[config.mk]
export PLATFORM = sky130hd
export DESIGN_NAME = decode_stage
export DESIGN_NICKNAME = d
export VERILOG_FILES = /design/src/rtl/decode_stage.sv
export SDC_FILE = /design/constraint.sdc
export NUM_CORES = 1
export LEC_CHECK = 0
export CAP_MARGIN = 20
export CORE_MARGIN = 1
export CORE_UTILIZATION = 40
export CTS_CLUSTER_SIZE = 28
export DETAILED_ROUTE_END_ITERATION = 12
export SLEW_MARGIN = 10
export SYNTH_ARGS = -nofsm -noshare
export SYNTH_HDL_FRONTEND = slang
export SYNTH_SLANG_ARGS = --single-unit
[constraint.sdc]
create_clock -name clk -period 3.55 [get_ports clk]
set_clock_uncertainty 0.15 [all_clocks]
set_input_delay 0.5325 -clock clk [delete_from_list [all_inputs] [get_ports clk]]
set_output_delay 0.5325 -clock clk [all_outputs]
set_load 0.02 [all_outputs]
[src/rtl/decode_stage.sv]
`timescale 1ns/1ps
`default_nettype none
// ============================================================================
// Module   : decode_stage (with package instruction_utilities)
// Purpose  : Registered RV32/RV64 decoder for LOAD, LOAD_FP, STORE, STORE_FP,
//            OP_IMM, LUI and AUIPC. Sits between fetch and issue with
//            valid/ready handshakes, a 2-entry skid buffer (output register
//            plus one skid entry), a flush input and a saturating counter of
//            accepted illegal instructions.
// Ports    : clk, rst          - clock, synchronous active-high reset
//            in_valid/in_ready - fetch handshake, instruction[31:0] payload
//            flush             - discard every held and incoming instruction
//            out_valid/out_ready - issue handshake
//            inst_type[3:0]    - {alu_in, fpu_in, fpu_sd, mem_in}
//            alu_op[6:0], mem_op[5:0] - operation subcodes
//            reg_d, reg_s1, reg_s2 - register indices
//            immed[XLEN-1:0]   - sign-extended immediate
//            bad_inst          - illegal/unimplemented encoding
//            bad_count[CNT_W-1:0] - illegal instructions accepted since reset
// Revision : 1.0 - initial release
// ============================================================================

package instruction_utilities;
   // Major opcodes
   localparam logic [6:0] c_opc_load     = 7'b0000011;
   localparam logic [6:0] c_opc_load_fp  = 7'b0000111;
   localparam logic [6:0] c_opc_store    = 7'b0100011;
   localparam logic [6:0] c_opc_store_fp = 7'b0100111;
   localparam logic [6:0] c_opc_op_imm   = 7'b0010011;
   localparam logic [6:0] c_opc_lui      = 7'b0110111;
   localparam logic [6:0] c_opc_auipc    = 7'b0010111;

   // ALU subcodes
   localparam logic [6:0] c_alu_addi  = 7'd1;
   localparam logic [6:0] c_alu_slti  = 7'd2;
   localparam logic [6:0] c_alu_sltiu = 7'd3;
   localparam logic [6:0] c_alu_xori  = 7'd4;
   localparam logic [6:0] c_alu_ori   = 7'd5;
   localparam logic [6:0] c_alu_andi  = 7'd6;
   localparam logic [6:0] c_alu_slli  = 7'd7;
   localparam logic [6:0] c_alu_srli  = 7'd8;
   localparam logic [6:0] c_alu_srai  = 7'd9;
   localparam logic [6:0] c_alu_lui   = 7'd10;
   localparam logic [6:0] c_alu_auipc = 7'd11;

   // Memory subcodes
   localparam logic [5:0] c_mem_lb  = 6'd1;
   localparam logic [5:0] c_mem_lh  = 6'd2;
   localparam logic [5:0] c_mem_lw  = 6'd3;
   localparam logic [5:0] c_mem_ld  = 6'd4;
   localparam logic [5:0] c_mem_lbu = 6'd5;
   localparam logic [5:0] c_mem_lhu = 6'd6;
   localparam logic [5:0] c_mem_lwu = 6'd7;
   localparam logic [5:0] c_mem_sb  = 6'd8;
   localparam logic [5:0] c_mem_sh  = 6'd9;
   localparam logic [5:0] c_mem_sw  = 6'd10;
   localparam logic [5:0] c_mem_sd  = 6'd11;
   localparam logic [5:0] c_mem_flw = 6'd12;
   localparam logic [5:0] c_mem_fld = 6'd13;
   localparam logic [5:0] c_mem_fsw = 6'd14;
   localparam logic [5:0] c_mem_fsd = 6'd15;
endpackage

module decode_stage
   import instruction_utilities::*;
#(
   parameter int XLEN  = 32,
   parameter int FLEN  = 64,
   parameter int CNT_W = 16
) (
   input  logic             clk,
   input  logic             rst,
   input  logic             in_valid,
   output logic             in_ready,
   input  logic [31:0]      instruction,
   input  logic             flush,
   output logic             out_valid,
   input  logic             out_ready,
   output logic [3:0]       inst_type,
   output logic [6:0]       alu_op,
   output logic [5:0]       mem_op,
   output logic [4:0]       reg_d,
   output logic [4:0]       reg_s1,
   output logic [4:0]       reg_s2,
   output logic [XLEN-1:0]  immed,
   output logic             bad_inst,
   output logic [CNT_W-1:0] bad_count
);

   typedef struct packed {
      logic [3:0]      itype;
      logic [6:0]      alu;
      logic [5:0]      mem;
      logic [4:0]      rd;
      logic [4:0]      rs1;
      logic [4:0]      rs2;
      logic [XLEN-1:0] imm;
      logic            bad;
   } bundle_t;

   // ------------------------------------------------------------------------
   // Combinational decode of the incoming word
   // ------------------------------------------------------------------------
   logic [6:0]      w_opc;
   logic [2:0]      w_f3;
   logic [XLEN-1:0] w_imm_i;
   logic [XLEN-1:0] w_imm_s;
   logic [XLEN-1:0] w_imm_u;
   logic            w_sh_plain;   // shift upper bits all zero
   logic            w_sh_arith;   // shift upper bits encode SRAI
   logic            w_ok;
   bundle_t         w_raw;
   bundle_t         w_dec;

   assign w_opc   = instruction[6:0];
   assign w_f3    = instruction[14:12];
   assign w_imm_i = {{(XLEN-12){instruction[31]}}, instruction[31:20]};
   assign w_imm_s = {{(XLEN-12){instruction[31]}}, instruction[31:25], instruction[11:7]};
   assign w_imm_u = {{(XLEN-31){instruction[31]}}, instruction[30:12], 12'b0};

   // RV64 shift amounts are 6 bits wide, so one fewer funct bit is checked.
   assign w_sh_plain = (XLEN == 64) ? (instruction[31:26] == 6'b000000)
                                    : (instruction[31:25] == 7'b0000000);
   assign w_sh_arith = (XLEN == 64) ? (instruction[31:26] == 6'b010000)
                                    : (instruction[31:25] == 7'b0100000);

   always_comb begin
      w_raw = '0;
      w_ok  = 1'b0;
      unique case (w_opc)
         c_opc_load: begin
            w_raw.itype = 4'b0001;
            w_raw.rd    = instruction[11:7];
            w_raw.rs1   = instruction[19:15];
            w_raw.imm   = w_imm_i;
            w_ok        = 1'b1;
            unique case (w_f3)
               3'b000:  w_raw.mem = c_mem_lb;
               3'b001:  w_raw.mem = c_mem_lh;
               3'b010:  w_raw.mem = c_mem_lw;
               3'b011: begin
                  w_raw.mem = c_mem_ld;
                  w_ok      = (XLEN == 64);
               end
               3'b100:  w_raw.mem = c_mem_lbu;
               3'b101:  w_raw.mem = c_mem_lhu;
               3'b110: begin
                  w_raw.mem = c_mem_lwu;
                  w_ok      = (XLEN == 64);
               end
               default: w_ok = 1'b0;
            endcase
         end
         c_opc_load_fp: begin
            w_raw.rd  = instruction[11:7];
            w_raw.rs1 = instruction[19:15];
            w_raw.imm = w_imm_i;
            if (w_f3 == 3'b010) begin
               w_raw.itype = 4'b0101;
               w_raw.mem   = c_mem_flw;
               w_ok        = 1'b1;
            end else if (w_f3 == 3'b011) begin
               w_raw.itype = 4'b0111;
               w_raw.mem   = c_mem_fld;
               w_ok        = (FLEN == 64);
            end
         end
         c_opc_store: begin
            w_raw.itype = 4'b0001;
            w_raw.rs1   = instruction[19:15];
            w_raw.rs2   = instruction[24:20];
            w_raw.imm   = w_imm_s;
            w_ok        = 1'b1;
            unique case (w_f3)
               3'b000:  w_raw.mem = c_mem_sb;
               3'b001:  w_raw.mem = c_mem_sh;
               3'b010:  w_raw.mem = c_mem_sw;
               3'b011: begin
                  w_raw.mem = c_mem_sd;
                  w_ok      = (XLEN == 64);
               end
               default: w_ok = 1'b0;
            endcase
         end
         c_opc_store_fp: begin
            w_raw.rs1 = instruction[19:15];
            w_raw.rs2 = instruction[24:20];
            w_raw.imm = w_imm_s;
            if (w_f3 == 3'b010) begin
               w_raw.itype = 4'b0101;
               w_raw.mem   = c_mem_fsw;
               w_ok        = 1'b1;
            end else if (w_f3 == 3'b011) begin
               w_raw.itype = 4'b0111;
               w_raw.mem   = c_mem_fsd;
               w_ok        = (FLEN == 64);
            end
         end
         c_opc_op_imm: begin
            w_raw.itype = 4'b1000;
            w_raw.rd    = instruction[11:7];
            w_raw.rs1   = instruction[19:15];
            w_raw.imm   = w_imm_i;
            w_ok        = 1'b1;
            unique case (w_f3)
               3'b000: w_raw.alu = c_alu_addi;
               3'b001: begin
                  w_raw.alu = c_alu_slli;
                  w_ok      = w_sh_plain;
               end
               3'b010: w_raw.alu = c_alu_slti;
               3'b011: w_raw.alu = c_alu_sltiu;
               3'b100: w_raw.alu = c_alu_xori;
               3'b101: begin
                  // Bit 30 distinguishes the arithmetic right shift.
                  w_raw.alu = instruction[30] ? c_alu_srai : c_alu_srli;
                  w_ok      = instruction[30] ? w_sh_arith : w_sh_plain;
               end
               3'b110: w_raw.alu = c_alu_ori;
               default: w_raw.alu = c_alu_andi;
            endcase
         end
         c_opc_lui: begin
            w_raw.itype = 4'b1000;
            w_raw.alu   = c_alu_lui;
            w_raw.rd    = instruction[11:7];
            w_raw.imm   = w_imm_u;
            w_ok        = 1'b1;
         end
         c_opc_auipc: begin
            w_raw.itype = 4'b1000;
            w_raw.alu   = c_alu_auipc;
            w_raw.rd    = instruction[11:7];
            w_raw.imm   = w_imm_u;
            w_ok        = 1'b1;
         end
         default: w_ok = 1'b0;
      endcase
      if (instruction[1:0] != 2'b11) begin
         w_ok = 1'b0;
      end
   end

   // An illegal word still travels down the pipe, but as an empty bundle.
   always_comb begin
      w_dec = w_raw;
      if (!w_ok) begin
         w_dec     = '0;
         w_dec.bad = 1'b1;
      end
   end

   // ------------------------------------------------------------------------
   // Output register (OR) and skid entry (SK)
   // ------------------------------------------------------------------------
   bundle_t          r_or;
   bundle_t          r_sk;
   logic             r_or_v;
   logic             r_sk_v;
   logic             r_in_ready;
   logic [CNT_W-1:0] r_bad_cnt;

   logic    w_acc;
   logic    w_cons;
   logic    w_cnt_inc;
   bundle_t w_or_nxt;
   bundle_t w_sk_nxt;
   logic    w_or_v_nxt;
   logic    w_sk_v_nxt;

   assign w_acc     = in_valid && r_in_ready;
   assign w_cons    = r_or_v && out_ready;
   assign w_cnt_inc = w_acc && w_dec.bad && (r_bad_cnt != {CNT_W{1'b1}});

   // in_ready is low whenever SK is full, so an accept never coincides with
   // an SK-to-OR move; the two branches below can therefore not collide.
   always_comb begin
      w_or_nxt   = r_or;
      w_sk_nxt   = r_sk;
      w_or_v_nxt = r_or_v;
      w_sk_v_nxt = r_sk_v;
      if (w_cons) begin
         if (r_sk_v) begin
            w_or_nxt   = r_sk;
            w_sk_nxt   = '0;
            w_sk_v_nxt = 1'b0;
         end else if (w_acc) begin
            w_or_nxt = w_dec;
         end else begin
            w_or_v_nxt = 1'b0;
         end
      end else if (w_acc) begin
         if (!r_or_v) begin
            w_or_nxt   = w_dec;
            w_or_v_nxt = 1'b1;
         end else begin
            w_sk_nxt   = w_dec;
            w_sk_v_nxt = 1'b1;
         end
      end
   end

   always_ff @(posedge clk) begin
      if (rst) begin
         r_or       <= '0;
         r_sk       <= '0;
         r_or_v     <= 1'b0;
         r_sk_v     <= 1'b0;
         r_in_ready <= 1'b0;
         r_bad_cnt  <= '0;
      end else if (flush) begin
         // Anything accepted in this cycle is dropped and not counted.
         r_or       <= '0;
         r_sk       <= '0;
         r_or_v     <= 1'b0;
         r_sk_v     <= 1'b0;
         r_in_ready <= 1'b1;
      end else begin
         r_or       <= w_or_nxt;
         r_sk       <= w_sk_nxt;
         r_or_v     <= w_or_v_nxt;
         r_sk_v     <= w_sk_v_nxt;
         r_in_ready <= !w_sk_v_nxt;
         if (w_cnt_inc) begin
            r_bad_cnt <= r_bad_cnt + 1'b1;
         end
      end
   end

   assign in_ready  = r_in_ready;
   assign out_valid = r_or_v;
   assign inst_type = r_or.itype;
   assign alu_op    = r_or.alu;
   assign mem_op    = r_or.mem;
   assign reg_d     = r_or.rd;
   assign reg_s1    = r_or.rs1;
   assign reg_s2    = r_or.rs2;
   assign immed     = r_or.imm;
   assign bad_inst  = r_or.bad;
   assign bad_count = r_bad_cnt;

endmodule

`default_nettype wire

==> results.sh <==
export IMPL_relSlewSlack_pct=49.7
export IMPL_vias=6229
export IMPL_rows=45
export IMPL_drt_iter0_markers=495
export IMPL_final_antenna_net_count=0
export IMPL_gr_usage_all_layers_pct=24.4
export IMPL_clkTransAtPathRegs_ps=60
export IMPL_dr_pass1_iters=5
export IMPL_die_w_um=126
export IMPL_period_minus_slack_ps=2830
export IMPL_cts_resized=0
export IMPL_rr_startpoint="out_valid"
export IMPL_synth_edff_count=0
export IMPL_avgSynthCellArea_um2=8.13
export IMPL_grt_max_degree=67
export IMPL_area_growth_syn_to_layout_pct=32.0
export IMPL_critPathMaxFanout=28
export IMPL_final_util_pct=54.0
export IMPL_cts_tree="yes"
export IMPL_insertedDiodeCount=0
export IMPL_critPathKind="in2reg"
export IMPL_setup_viol=0
export IMPL_core_area_mm2=0.0151
export IMPL_r2r_slack_ps=1120
export IMPL_crit_chain="clkdlybuf4s50_1 > or3b_4 > a31oi_4 > o22ai_4 > buf_4 > nor4_1 > mux2_2"
export IMPL_ioPinCount=120
export IMPL_post_cts_buffers=0
export IMPL_synth_top_area_share_pct=44.9
export IMPL_wl_um=19100
export IMPL_drive_above_1_share_pct=9.60
export IMPL_clkLatencyLatePin_ps=420
export IMPL_grt_pass1_vias=5886
export IMPL_cp_end_kind="flip-flop"
export IMPL_grt_pass1_wl_um=30800
export IMPL_status="finished clean"
export IMPL_antenna_found_initial=0
export IMPL_stdcell_count=1053
export IMPL_die_h_um=126
export IMPL_min_path_cells=2
export IMPL_internal_power_mw=3.00
export IMPL_hp_class="reg2reg"
export IMPL_hold_violations=0
export IMPL_synth_most_common_cell="dfxtp_1"
export IMPL_total_power_mw=3.83
export IMPL_power_share_clock_pct=51.2
export IMPL_tightest_slew_ps=755
export IMPL_h_tree_depth=4
export IMPL_vias_per_cell=5.92
export IMPL_pwr_share_comb_pct=7.4
export IMPL_synth_area_top_cells="dfxtp_1 45%, a21oi_1 11%, o21ai_0 5.3%, nand4_1 4.3%, nand2_1 3.8%"
export IMPL_pwr_share_seq_pct=41.4
export IMPL_fin_nets=891
export IMPL_slew_violations=0
export IMPL_grt_overflow_total=0
export IMPL_ys_ff_latch=139
export IMPL_postCtsHoldBufs=0
export IMPL_worst_setup_path_start_kind="input port"
export IMPL_crit_path_top_delay_cell="clkdlybuf4s50_1"
export IMPL_fin_tns_setup_ps=0
export IMPL_synthFlopType="dfxtp_1"
export IMPL_fmax_ghz=0.353
export IMPL_switching_share_pct=21.7
export IMPL_synthTopCellsByCount="139 x dfxtp_1, 131 x a21oi_1, 66 x o21ai_0"
export IMPL_rsz0062_at_grt="false"
export IMPL_rr_worst_depth=6
export IMPL_timing_hold_ws_ps=303
export IMPL_arrival_ps=2990
export IMPL_netSwitchingPower_mw=0.831
export IMPL_synth_async_sr_flop_share_pct=0
export IMPL_cap_viol_max_count=0
export IMPL_cts_made_buffers=17
export IMPL_initial_utilization_pct=40.9
export IMPL_p_leak_nw=2.70
export IMPL_fillers=1403
export IMPL_cts_sinks=139
export IMPL_worstHoldEndpoint="r_sk[7]"
export IMPL_clockBufferDepth=2
export IMPL_cpPeakStageDelay_ps=600
export IMPL_die_area_mm2=0.0160
export IMPL_r2r_end="r_sk[9]"
export IMPL_synth_cell_types=52
export IMPL_p_per_area_mw_per_mm2=468
export IMPL_cp_data_required_time_ps=3710
export IMPL_finalCritPeriodShare_pct=79.7
export IMPL_place_hpwl_um=12600
export IMPL_wl_per_cell_um=18.1
export IMPL_syn_inst=762
export IMPL_cts_root_buf="clkbuf_16"
export IMPL_dpl_cell_count=1022
export IMPL_drc_errors=0
export IMPL_yosys_area_top_type="dfxtp_1"
export IMPL_irDropWorstVdd_v=0.000374
export IMPL_yosysWarningCount=0
export IMPL_ys_seq_area_share_pct=44.9
export IMPL_worstHoldStart="r_sk[7]"
export IMPL_place_gp_congestion=0.866
export IMPL_port_buffers=114
export IMPL_syn_cell_area_mm2=0.00620
-- worst max-delay path, delay by kind of cell --
| family | cells | cell delay, ps |
|---|---|---|
| muxes | 1 | 370 |
| buffers and inverters | 2 | 850 |
| AOI/OAI and AO/OA | 2 | 370 |
| and+or+nand+nor | 2 | 850 |
-- power by group through the flow --
stage	logic, mW	clock network (mW)	registers, mW
floorplan	0.128	0	1.64
global placement	0.277	0	1.62
detailed placement	0.280	0	1.62
CTS	0.281	1.99	1.59
global route	0.306	2.07	1.59
finish	0.283	1.96	1.59
-- layout by cell type (no fill, tap or decap), drive strengths merged, types with 14 or more instances in the layout --
| cell | count |
|---|---|
| nand2 | 63 |
| nand3 | 40 |
| o22ai | 20 |
| nor2b | 14 |
| o21ai | 66 |
| dfxtp | 139 |
| clkdlybuf4s50 | 114 |
| nand4 | 44 |
| a22oi | 23 |
| buf | 31 |
| clkbuf | 24 |
| a21oi | 131 |
| nor2 | 43 |
-- layer usage --
metal / GRT usage (%) / up-vias / wire length (um)
met2: 38.9 / 202 / 8980
li1: - / 2995 / -
met5: 0 / - / 0
met4: 9.43 / 0 / 280
met1: 32.6 / 3013 / 8750
met3: 4.77 / 19 / 1070
-- logic make-up after synthesis --
family | Yosys count | synth area share (%)
adder cells (fa/ha/maj) | 1 | 0.202
AND/OR/NAND/NOR | 250 | 20.9
flip-flops | 139 | 44.9
AO/OA/AOI/OAI | 274 | 25.5
multiplexers | 16 | 2.79
other | 1 | 0.0605
XOR/XNOR | 2 | 0.283
buffers and inverters | 79 | 5.43
-- final cells by class --
cell class,count,area [um^2],area share (%)
Clock buffer,24,492,6.01
Tap cell,188,235,2.87
Multi-Input combinational cell,548,3120,38.1
Clock inverter,7,160,1.96
Sequential cell,139,2780,34.0
Inverter,2,7.51,0.0917
Timing Repair Buffer,145,1390,16.9
-- state kept, by name (all words and copies together) (netlist names) --
signal	count
r_sk_v	1
in_ready	1
reg_s1	5
out_valid	1
inst_type	4
r_sk	60
alu_op	4
bad_inst	1
reg_s2	5
bad_count	16
mem_op	4
immed	32
reg_d	5
-- worst max-delay path by stage --
stage / start / endpoint / slack [ps] / depth (start not counted)
after CTS: instruction[13] / bad_count[15] / 760 / 7
after floorplan: instruction[13] / bad_count[13] / 1050 / 7
after global routing: instruction[13] / bad_count[12] / 590 / 7
final: instruction[13] / bad_count[15] / 720 / 7
after global placement: instruction[13] / bad_count[13] / 400 / 7
after detailed placement: instruction[13] / bad_count[3] / 330 / 7
-- through the flow --
step / worst slack (ps) / cell area (um^2)
after floorplan: 1050 / 6210
after global placement: 398 / 7520
after detailed placement: 328 / 7530
after CTS: 757 / 8180
after global routing: 593 / 8180
final: 719 / 8180
No activity file was read; power rests on OpenSTA's default activity.
